`config.mk`:
```
export PLATFORM = sky130hd
export DESIGN_NAME = mips_prog_loader
export DESIGN_NICKNAME = d
export VERILOG_FILES = /design/src/rtl/mips_prog_loader.sv
export SDC_FILE = /design/constraint.sdc
export NUM_CORES = 1
export LEC_CHECK = 0
export ABC_AREA = 1
export CORE_UTILIZATION = 41
export DETAILED_ROUTE_END_ITERATION = 8
export GPL_ROUTABILITY_DRIVEN = 0
export PLACE_DENSITY = 0.81
export RECOVER_POWER = 100
export SYNTH_ARGS = -nofsm -noshare
export SYNTH_HDL_FRONTEND = slang
export SYNTH_SLANG_ARGS = --single-unit
```
`constraint.sdc`:
```
create_clock -name clk -period 1.9 [get_ports clk]
set_clock_uncertainty 0.1 [all_clocks]
set_input_delay 0.285 -clock clk [delete_from_list [all_inputs] [get_ports clk]]
set_output_delay 0.285 -clock clk [all_outputs]
set_load 0.02 [all_outputs]
```
`src/rtl/mips_prog_loader.sv`:
```
// Program loader for the single-cycle MIPS core: encodes a stream of symbolic
// instructions into 32-bit words and writes them to imem while holding the CPU in reset.
module mips_prog_loader #(
    parameter int ADDR_W = 6
) (
    input  logic              clk,
    input  logic              reset_n,
    input  logic              restart,
    input  logic              in_valid,
    output logic              in_ready,
    input  logic [2:0]        in_kind,
    input  logic [4:0]        in_rs,
    input  logic [4:0]        in_rt,
    input  logic [4:0]        in_rd,
    input  logic [4:0]        in_shamt,
    input  logic [5:0]        in_funct,
    input  logic [15:0]       in_imm,
    input  logic [25:0]       in_target,
    output logic              imem_we,
    output logic [ADDR_W-1:0] imem_addr,
    output logic [31:0]       imem_wd,
    output logic              cpu_reset,
    output logic              done,
    output logic              err,
    output logic [ADDR_W:0]   count
);

    typedef enum logic [1:0] {S_LOAD, S_DONE, S_ERROR} state_e;

    localparam logic [2:0] K_RTYPE = 3'd0;
    localparam logic [2:0] K_LW    = 3'd1;
    localparam logic [2:0] K_SW    = 3'd2;
    localparam logic [2:0] K_BEQ   = 3'd3;
    localparam logic [2:0] K_ADDI  = 3'd4;
    localparam logic [2:0] K_J     = 3'd5;
    localparam logic [2:0] K_END   = 3'd6;

    localparam logic [ADDR_W:0] DEPTH = (ADDR_W+1)'(1) << ADDR_W;

    state_e            state_q, state_d;
    logic [ADDR_W:0]   count_q, count_d;
    logic              we_q, we_d;
    logic [ADDR_W-1:0] addr_q, addr_d;
    logic [31:0]       wd_q, wd_d;

    logic accept, full, is_data, wr_fire, do_restart;
    logic [31:0] enc_word;

    assign accept     = in_valid && in_ready;
    assign full       = (count_q == DEPTH);
    assign is_data    = (in_kind <= K_J);
    assign wr_fire    = accept && is_data && !full;
    assign do_restart = restart && (state_q != S_LOAD);

    // Only the opcodes the core's main decoder understands are ever produced.
    always_comb begin
        enc_word = 32'h0;
        unique case (in_kind)
            K_RTYPE: enc_word = {6'b000000, in_rs, in_rt, in_rd, in_shamt, in_funct};
            K_LW:    enc_word = {6'b100011, in_rs, in_rt, in_imm};
            K_SW:    enc_word = {6'b101011, in_rs, in_rt, in_imm};
            K_BEQ:   enc_word = {6'b000100, in_rs, in_rt, in_imm};
            K_ADDI:  enc_word = {6'b001000, in_rs, in_rt, in_imm};
            K_J:     enc_word = {6'b000010, in_target};
            default: enc_word = 32'h0;
        endcase
    end

    always_ff @(posedge clk or negedge reset_n) begin
        if (!reset_n) state_q <= S_LOAD;
        else          state_q <= state_d;
    end

    always_comb begin
        state_d = state_q;
        unique case (state_q)
            S_LOAD: begin
                if (accept) begin
                    if (in_kind == K_END)      state_d = S_DONE;
                    else if (!is_data || full) state_d = S_ERROR;
                end
            end
            S_DONE, S_ERROR: if (restart) state_d = S_LOAD;
            default: state_d = S_LOAD;
        endcase
    end

    always_comb begin
        in_ready  = (state_q == S_LOAD);
        done      = (state_q == S_DONE);
        err       = (state_q == S_ERROR);
        cpu_reset = (state_q != S_DONE);
    end

    // Address and data hold their last value when no write is pending.
    always_comb begin
        we_d    = wr_fire;
        addr_d  = wr_fire ? count_q[ADDR_W-1:0] : addr_q;
        wd_d    = wr_fire ? enc_word : wd_q;
        count_d = count_q;
        if (do_restart)   count_d = '0;
        else if (wr_fire) count_d = count_q + (ADDR_W+1)'(1);
    end

    always_ff @(posedge clk or negedge reset_n) begin
        if (!reset_n) begin
            we_q    <= 1'b0;
            addr_q  <= '0;
            wd_q    <= 32'h0;
            count_q <= '0;
        end else begin
            we_q    <= we_d;
            addr_q  <= addr_d;
            wd_q    <= wd_d;
            count_q <= count_d;
        end
    end

    assign imem_we   = we_q;
    assign imem_addr = addr_q;
    assign imem_wd   = wd_q;
    assign count     = count_q;

endmodule

```
==> flow_summary.ini, run 1 <==
[die]
coreArea_mm2 = 0.00596
start_util_pct = 42.8
die_h_um = 80.8
ios = 125
die_w_um = 80.8
die-area_mm2 = 0.00653
row_count = 28

[synthesis]
async_reset_ff_share_pct = 100
synth-edff-count = 0
netlist_top_cells_count = nand2_1, dfrtp_1, nor2_1, a21oi_1, inv_1
synth.most_common_cell = nand2_1
synth.top_cells.by_area = dfrtp_1, nand2_1, nor2_1, a21oi_1, ha_1
ys_seq_area_share_pct = 45.2
ys_seq_elements = 46
yosysUniqueCellTypes = 24
syn_nets = 431
yosysWarnings = 0
synthesis.area_mm2 = 0.00255
synth_top_area_share_pct = 45.2
synth_cells = 351
syn_avg_cell_area_um2 = 7.26
synth_top_cell_by_area = dfrtp_1
dominantRegCellSynth = dfrtp_1

[critical_path]
path_class = flip-flop to output pin
crit_required_ps = 1510
cpPeakStageDelay_ps = 660
path_delay_family = buffers and inverters
crit_path_end_kind = output pin
path_max_fanout = 8
cp_cell_sequence = clkdlybuf4s50_1
cp_num_buf_inv = 1
crit_path_start_kind = flip-flop
slowest_stage = clkdlybuf4s50_1
cp.arrival_ps = 1460

[placement]
pre_cts_slack_ps = -47.6
dp_hpwl_mm = 5.10
dpl_cell_area_mm2 = 0.00385
port_buffers = 123

[grt]
grt_pass1_vias = 2527
overflow = 0
grt_max_degree = 36
grt_pass1_wl_mm = 11.0
antenna_found_initial = 0
track_usage_pct = 21.7

[detailed_routing]
post_drt_wl_per_cell_um = 12.6
vias = 2665
drt_pre_antenna_iters = 4
drc = 0
antenna_left = 0
via_per_inst = 4.80
drt_iter0_markers = 76
drt_wl_total_mm = 6.98

[final_layout]
area_delta_synth_final_pct = 58.4
final_cell_area_mm2 = 0.00404
insertedDiodeCount = 0
drive_above_1_share_pct = 8.33
final_core_util_pct = 67.8
nFillCells = 516
nets = 559

[sta]
hold-worst-slack_ps = 376
hold_viol = 0
rsz0062_at_grt = false
fmax_mhz = 542
min_period_over_period_pct = 97.0
setup_slack_ps = 56.3
relSlewSlack_pct = 51.1
report.final.slew_viol_count = 0
fin_crit_ps = 1840
setup_viol = 0
worst_pin_slew_ps = 733

[clocking]
cts-root-buf = clkbuf_8
cts_inserted_buffers = 5
cts_buffer_depth = 2
clock_latency_ps = 290
cts_sinks = 46
cts_tree = yes
clk_pin_slew_worst_paths_ps = 90
h-tree-depth = 2

[power]
max-vdd-ir-drop_v = 0.000587
p_leak_uw = 0.00200
power.density_mw_per_mm2 = 1240

[flow_run]
drv_cap = 0

[hold_path]
min_path_type = flip-flop to flip-flop

[status]
status = finished clean
-- sequential cells by signal, indices dropped and copies added (netlist names) --
| register | count |
|---|---|
| count | 7 |
| imem_addr | 6 |
| imem_wd | 30 |
| imem_we | 1 |
| state_q | 2 |
-- placed cells by master, fill, tap and decap left out, types with 2 or more instances in the layout --
cell             synthesis  final
a21oi_1                 14     14
a21oi_2                  4      3
buf_12                   0      3
buf_4                    6      6
bufinv_16                0      2
clkbuf_2                 0      2
clkbuf_4                 0      2
clkbuf_8                 0      6
clkdlybuf4s50_1          0     76
dfrtp_1                 46     46
dlygate4sd2_1            0      4
dlygate4sd3_1            0     43
ha_1                     5      4
inv_1                   14     14
inv_2                    5      5
nand2_1                165    165
nand3_1                 10     10
nand4_1                  2      2
nor2_1                  42     42
nor2_4                   3      3
nor3_1                   2      2
o21ai_0                 12     12
or2_2                    2      2
xor2_1                   2      2
-- per-layer routing --
layer | part of all wire [%] | GRT usage, % | vias to the layer above
li1 | - | - | 1330
met1 | 40 | 25.0 | 1229
met2 | 53 | 40.7 | 97
met3 | 6.0 | 4.72 | 9
met4 | 1.4 | 4.46 | 0
met5 | 0 | 0 | -
-- final timing paths --
check	start	to	slack (ps)	cells after the start
min reg2reg	imem_wd[23]$_DFFE_PN0P_	imem_wd[23]$_DFFE_PN0P_	380	2
max reg2reg	state_q[0]$_DFFE_PN0P_	imem_wd[7]$_DFFE_PN0P_	150	9
min	imem_wd[23]$_DFFE_PN0P_	imem_wd[23]$_DFFE_PN0P_	380	2
min in group asynchronous	reset_n	imem_wd[22]$_DFFE_PN0P_	480	2
max	count[4]$_DFFE_PN0P_	count[4]	60	1
max in group asynchronous	reset_n	imem_wd[27]$_DFFE_PN0P_	430	3
-- cells by family after synthesis --
family	after synthesis	share of synthesized area, %
AOI/OAI and AO/OA	31	6.78
buffers and inverters	35	7.76
and+or+nand+nor	231	37.0
xor gates and xnor gates	2	0.688
adders and majority gates	5	2.46
other	1	0.147
DFF	46	45.2
-- worst min-delay path: stages (launching register included) --
cell and delay (ps):
dfrtp_1 340, nand2_1 50, nand2_1 50
-- final cells by class --
type | count | area [µm²] | share of cell area [%]
clock buffer | 6 | 82.6 | 2.05
clock inverter | 2 | 60.1 | 1.49
inverter | 19 | 71.3 | 1.77
multi-input combinational | 270 | 1220 | 30.2
sequential | 46 | 1150 | 28.5
tap | 75 | 93.8 | 2.32
timing repair buffer | 137 | 1360 | 33.7
-- where the power goes --
group          switching (µW)  internal (µW)  leakage, µW  total (µW)
registers                 251           1370     0.000578        1630
clock network             336            561    0.0000714         897
logic                    1390           1090      0.00135        2480
-- what timing repair did --
action                                  in CTS  in global routing
endpoints found under the setup margin       4                 24
endpoints found under the hold margin       28                  0
resized for setup                            4                  4
pin swaps                                    0                  1
setup buffers                                0                  3
hold buffers                                 1                  0
-- per-stage QoR --
step / cells / power [µW] / TNS (ps)
CTS: 552 / 5150 / 0
global route: 555 / 5320 / 0
global placement: 543 / 4210 / -38.2
finish: 555 / 5000 / 0
detailed placement: 543 / 4260 / -423
floorplan: 351 / 3010 / 0
Power figures use the tool's default switching activity.
==> run 2, diff against run 1 <==
--- a/config.mk
+++ b/config.mk
@@ -5,10 +5,11 @@
 export SDC_FILE = /design/constraint.sdc
 export NUM_CORES = 1
 export LEC_CHECK = 0
-export ABC_AREA = 1
+export ABC_AREA = 0
 export CORE_UTILIZATION = 41
 export DETAILED_ROUTE_END_ITERATION = 8
 export GPL_ROUTABILITY_DRIVEN = 0
+export HOLD_SLACK_MARGIN = 0.06
 export PLACE_DENSITY = 0.81
 export RECOVER_POWER = 100
 export SYNTH_ARGS = -nofsm -noshare
==> run 2 against run 1 <==
  * The flow now finishes with violations (negative setup slack)
  * Final cell count decreased by 17%
  * Combinational power is 17% higher
  * Clock power decreased by 16%
  * Power is 5.1% higher
  * Via count decreased by 5.4%
  * Die area grew 1.3%
  * Synthesized area is 1.4% higher
==> flow_summary.ini, run 2 <==
[status]
status = complete, but fails checks
violations = negative setup slack

[critical_path]
crit_path_start_kind = flip-flop
r2r_start = count[1]$_DFFE_PN0P_
cpPeakStageDelay_ps = 370
slowest_stage = dfrtp_2
ff2ff_path_depth = 8
r2r_end = imem_wd[13]$_DFFE_PN0P_
cp_num_buf_inv = 4
crit_top_cell = buf_6
crit_path_end_kind = flip-flop
cp_cell_sequence = inv_2 > ha_2 > and2_4 > a211oi_4 > buf_6 > buf_6 > clkbuf_16 > mux2_4
path_max_fanout = 7
path_delay_family = buffers and inverters
rrSetupSlack_ps = -6
path_class = flip-flop to flip-flop
crit_required_ps = 1990
cp.arrival_ps = 2000

[final_layout]
nets = 464
final_cell_mix = clkdlybuf4s50_1, dfrtp_1, a22oi_1, buf_4
largest_register_ffs = 30
insertedDiodeCount = 0
final_common_cell = clkdlybuf4s50_1
area_delta_synth_final_pct = 70.3
drive_above_1_share_pct = 25.3
layout.cells.non_filler = 459
nFillCells = 418

[power]
clkPwrFrac_pct = 14.3
max-vdd-ir-drop_v = 0.000779
switching_share_pct = 36.0
combPwrFrac_pct = 55.4
switchingPower_uw = 1890
p_leak_uw = 0.00188
internal_power_uw = 3360
power.density_mw_per_mm2 = 1190
sequentialPowerShare_pct = 30.3

[synthesis]
yosysWarnings = 0
ys_seq_area_share_pct = 44.6
synth_top_family_by_area = multiplexers
yosys.area_share.simple_pct = 9.45
syn_nets = 316
synth.top_cells.by_area = dfrtp_1, mux2_2, a22oi_1, o2bb2ai_1, nor2_1
synth.most_common_cell = dfrtp_1
async_reset_ff_share_pct = 100
ys_seq_elements = 46
synth_cells = 236
syn_avg_cell_area_um2 = 10.9
synth_top_area_share_pct = 44.6
synthXorXnorAreaFrac_pct = 1.02
synth_compound_gate_area_share_pct = 17.6
dominantRegCellSynth = dfrtp_1
yosysUniqueCellTypes = 34
synth_top_cell_by_area = dfrtp_1
synthesis.area_mm2 = 0.00258
synth-edff-count = 0
netlist_top_cells_count = dfrtp_1, mux2_2, a22oi_1, nor2_1, o2bb2ai_1
yosys-mux-area-fraction_pct = 19.8
synth_fa_ha_area_share_pct = 2.42

[die]
die_w_um = 81.4
die_h_um = 81.4
ios = 125
start_util_pct = 43.1
coreArea_mm2 = 0.00599
row_count = 28
die-area_mm2 = 0.00662

[sta]
report.final.slew_viol_count = 0
hold_viol = 0
worst_pin_slew_ps = 1230
min_period_over_period_pct = 100
fmax_mhz = 525
rsz0062_at_grt = true
setup_slack_ps = -6.43
hold-worst-slack_ps = 418
relSlewSlack_pct = 17.7
setup_viol = 6
fin_crit_ps = 1910

[placement]
port_buffers = 123
pre_cts_slack_ps = -382
dp_hpwl_mm = 5.65
placed_cells = 440

[hold_path]
hold_end = imem_wd[11]$_DFFE_PN0P_
min_path_type = flip-flop to flip-flop
hold_start = imem_wd[11]$_DFFE_PN0P_
hold_depth = 1

[detailed_routing]
drc = 0
vias = 2521
antenna_left = 0
drt_wl_total_mm = 8.04
post_drt_wl_per_cell_um = 17.5
via_per_inst = 5.49
drt_iter0_markers = 103
drt_pre_antenna_iters = 4

[clocking]
cts_buffer_depth = 2
cts_inserted_buffers = 5
cts_sinks = 46
h-tree-depth = 2
clock_latency_ps = 300
clk_pin_slew_worst_paths_ps = 90
cts-root-buf = clkbuf_8
cts_tree = yes

[grt]
grt_max_degree = 22
antenna_found_initial = 0
track_usage_pct = 23.6
grt_pass1_wl_mm = 11.6
grt_pass1_vias = 2445
overflow = 0

[flow_run]
drv_cap = 0
-- run 2: worst max-delay path by stage --
stage	startpoint	end	slack, ps	cells past startpoint
floorplan	count[1]$_DFFE_PN0P_	imem_addr[0]$_DFFE_PN0P_	-40	6
global placement	in_kind[1]	imem_wd[11]$_DFFE_PN0P_	-320	5
detailed placement	in_kind[1]	imem_wd[0]$_DFFE_PN0P_	-380	5
CTS	in_kind[0]	imem_wd[18]$_DFFE_PN0P_	4	5
global route	count[0]$_DFFE_PN0P_	imem_wd[0]$_DFFE_PN0P_	-20	8
finish	count[1]$_DFFE_PN0P_	imem_wd[13]$_DFFE_PN0P_	-6	8
-- run 2: power by group through the flow --
stage	Clock (µW)	Combinational, µW	Sequential [µW]
floorplan	0	938	2050
global placement	0	2620	1590
detailed placement	0	2690	1590
CTS	761	2680	1590
global route	816	3090	1630
finish	752	2910	1590
-- run 2: repair_timing --
| item | CTS | global route |
|---|---|---|
| setup buffers | 0 | 9 |
| pin swaps | 0 | 1 |
| cloned | 0 | 2 |
| hold buffers | 1 | 0 |
| setup endpoints to repair | 20 | 38 |
| endpoints found under the hold margin | 18 | 0 |
| gates resized for setup | 5 | 22 |
-- run 2: cells by family after synthesis --
kind of cell    after synthesis
xor+xnor                      3
buf+inv                      26
other cells                   1
mux                          46
fa+ha+maj                     5
simple gates                 47
compound gates               62
flops                        46
-- run 2: metal layers --
layer,vias up,wire [µm],GRT usage (%)
li1,1160,-,-
met1,1235,3320,29.2
met2,103,4030,39.3
met3,23,453,4.94
met4,0,227,10.9
met5,-,0,0
-- run 2: area by class of cell --
| class | instances | area (µm²) | share of cell area [%] |
|---|---|---|---|
| clock buffer | 6 | 82.6 | 1.88 |
| clock inverter | 1 | 30.0 | 0.683 |
| inverter | 8 | 30.0 | 0.683 |
| multi-input combinational | 164 | 1400 | 31.9 |
| sequential | 46 | 1150 | 26.2 |
| tap | 75 | 93.8 | 2.13 |
| timing repair buffer | 159 | 1610 | 36.5 |
-- run 2: stage by stage --
stage | utilization [%] | area (µm²) | total power [µW] | setup TNS, ps
after floorplan | - | 2650 | 2990 | -772
after global placement | 68.4 | 4100 | 4200 | -8740
after detailed placement | 68.4 | 4100 | 4280 | -10800
after CTS | 70.4 | 4220 | 5030 | 0
after global routing | 73.4 | 4400 | 5540 | -137
final | 73.4 | 4400 | 5260 | -15.7
==> run 3, diff against run 2 <==
--- a/config.mk
+++ b/config.mk
@@ -6,11 +6,12 @@
 export NUM_CORES = 1
 export LEC_CHECK = 0
 export ABC_AREA = 0
-export CORE_UTILIZATION = 41
+export CORE_UTILIZATION = 44
 export DETAILED_ROUTE_END_ITERATION = 8
 export GPL_ROUTABILITY_DRIVEN = 0
 export HOLD_SLACK_MARGIN = 0.06
-export PLACE_DENSITY = 0.81
+export MAX_ROUTING_LAYER = met4
+export PLACE_DENSITY = 0.86
 export RECOVER_POWER = 100
 export SYNTH_ARGS = -nofsm -noshare
 export SYNTH_HDL_FRONTEND = slang
==> constraint.sdc (replaced) <==
create_clock -name clk -period 2.4 [get_ports clk]
set_clock_uncertainty 0.1 [all_clocks]
set_input_delay 0.36 -clock clk [delete_from_list [all_inputs] [get_ports clk]]
set_output_delay 0.36 -clock clk [all_outputs]
set_load 0.02 [all_outputs]
==> run 3 against run 2 <==
  * The flow now finishes without violations
  * Global-route usage down 0.61 points
  * Worst hold slack worse by 17 ps
  * Sequential share of layout area up 2.9 points
  * Non-clock buffer count down 25
  * Clock power down 43%
  * Critical endpoint is now in_ready
==> flow_summary.ini, run 3 (synthesis gave the netlist of run 2 again) <==
[detailed_routing]
drt_wl_total_mm = 6.49
via_per_inst = 5.34
drc = 0
vias = 2301
antenna_left = 0
drt_iter0_markers = 106
drt_pre_antenna_iters = 4
post_drt_wl_per_cell_um = 15.1

[die]
row_count = 27
start_util_pct = 46.3
die-area_mm2 = 0.00618
ios = 125
coreArea_mm2 = 0.00557
die_w_um = 78.6
die_h_um = 78.6

[sta]
hold-worst-slack_ps = 401
fmax_mhz = 451
report.final.slew_viol_count = 0
min_period_over_period_pct = 92.4
setup_viol = 0
hold_viol = 0
rsz0062_at_grt = false
worst_pin_slew_ps = 1150
relSlewSlack_pct = 22.9
timing.setup.tns_ps = 0
fin_crit_ps = 2220

[critical_path]
cp.arrival_ps = 1760
crit_path_start_kind = flip-flop
crit_required_ps = 1940
r2r_start = state_q[0]$_DFFE_PN0P_
cp-startpoint = state_q[0]$_DFFE_PN0P_
crit_path_end_kind = output pin
path_max_fanout = 8
path_class = flip-flop to output pin

[placement]
dp_hpwl_mm = 4.95
port_buffers = 123

[grt]
track_usage_pct = 23.0
grtUsageMet1_pct = 29.0
grt_use_met3_pct = 4.07
grt_pass1_vias = 2323
overflow = 0
gr-usage-met2_pct = 38.7
top_usage_layer = met2
antenna_found_initial = 0
grt_max_degree = 33
grt_pass1_wl_mm = 11.0

[clocking]
h-tree-depth = 2
cts_tree = yes
cts_buffer_depth = 2
cts-root-buf = clkbuf_8
clk_pin_slew_worst_paths_ps = 80
cts_sinks = 46
cts_inserted_buffers = 5
cts_setup_buffers = 0
clock_latency_ps = 280

[final_layout]
final_common_cell = clkdlybuf4s50_1
largest_register_ffs = 30
insertedDiodeCount = 0
final_cell_mix = clkdlybuf4s50_1, dlygate4sd3_1, dfrtp_1, mux2_2, a22oi_1
area_delta_synth_final_pct = 53.2
nets = 439
drive_above_1_share_pct = 16.2
final_core_util_pct = 71.0

[status]
status = finished clean

[power]
p_leak_uw = 0.00170
power.density_mw_per_mm2 = 874
max-vdd-ir-drop_v = 0.000574

[hold_path]
hold_start = imem_wd[28]$_DFFE_PN0P_
min_path_type = flip-flop to flip-flop

[flow_run]
drv_cap = 0
## run 3: changes by cell type in the layout (fill, tap and decap cells not counted), sizes merged
cell / previous run / this run
dlygate4sd3: 5 / 49
dlygate4sd2: 4 / 0
clkdlybuf4s50: 112 / 74
buf: 33 / 9
bufinv: 1 / 0
clkbuf: 11 / 9
## run 3: final cells by class
cell class / count / area, µm²
fill: 422 / 1620
timing repair buffer: 134 / 1320
multi-input combinational: 164 / 1290
sequential: 46 / 1150
tap: 72 / 90.1
clock buffer: 7 / 76.3
inverter: 8 / 30.0
## run 3: critical path: stages, from the launching register on
cell and delay (ps):
dfrtp_1 420, inv_1 90, ha_1 310, clkdlybuf4s50_1 660
## run 3: path summary, 6_finish.rpt
kind                                             to  slack (ps)  cells after the start
setup / recovery                           in_ready         180                      3
hold / removal              imem_wd[28]$_DFFE_PN0P_         400                      1
setup reg to reg             imem_wd[0]$_DFFE_PN0P_         240                      6
hold reg to reg             imem_wd[28]$_DFFE_PN0P_         400                      1
max in group asynchronous  imem_addr[3]$_DFFE_PN0P_         710                      3
min in group asynchronous  imem_addr[4]$_DFFE_PN0P_         590                      2
## run 3: stage by stage
stage	cell area, µm²	worst slack, ps	std cells	power (µW)
6_report	3960	183	431	3460
2_1_floorplan	2580	300	236	2270
3_3_place_gp	3890	0.533	423	3140
4_1_cts	3970	180	431	3630
3_5_place_dp	3890	-108	423	3190
5_1_grt	3960	94.4	431	3680
## run 3: metal layers
| metal | up-vias | wire (µm) |
|---|---|---|
| li1 | 1119 | - |
| met1 | 1088 | 2860 |
| met2 | 88 | 3200 |
| met3 | 6 | 379 |
| met4 | 0 | 53 |
| met5 | - | 0 |
## run 3: timing repair
item | CTS | global route
endpoints found under the hold margin | 14 | 0
setup endpoints to repair | 0 | 1
gates resized for setup | 0 | 1
hold buffers | 1 | 0
## run 3: power by group
group          switching [µW]  internal, µW  leakage, µW
clock network             229           201    0.0000383
logic                     907           865      0.00108
registers                 189          1070     0.000578
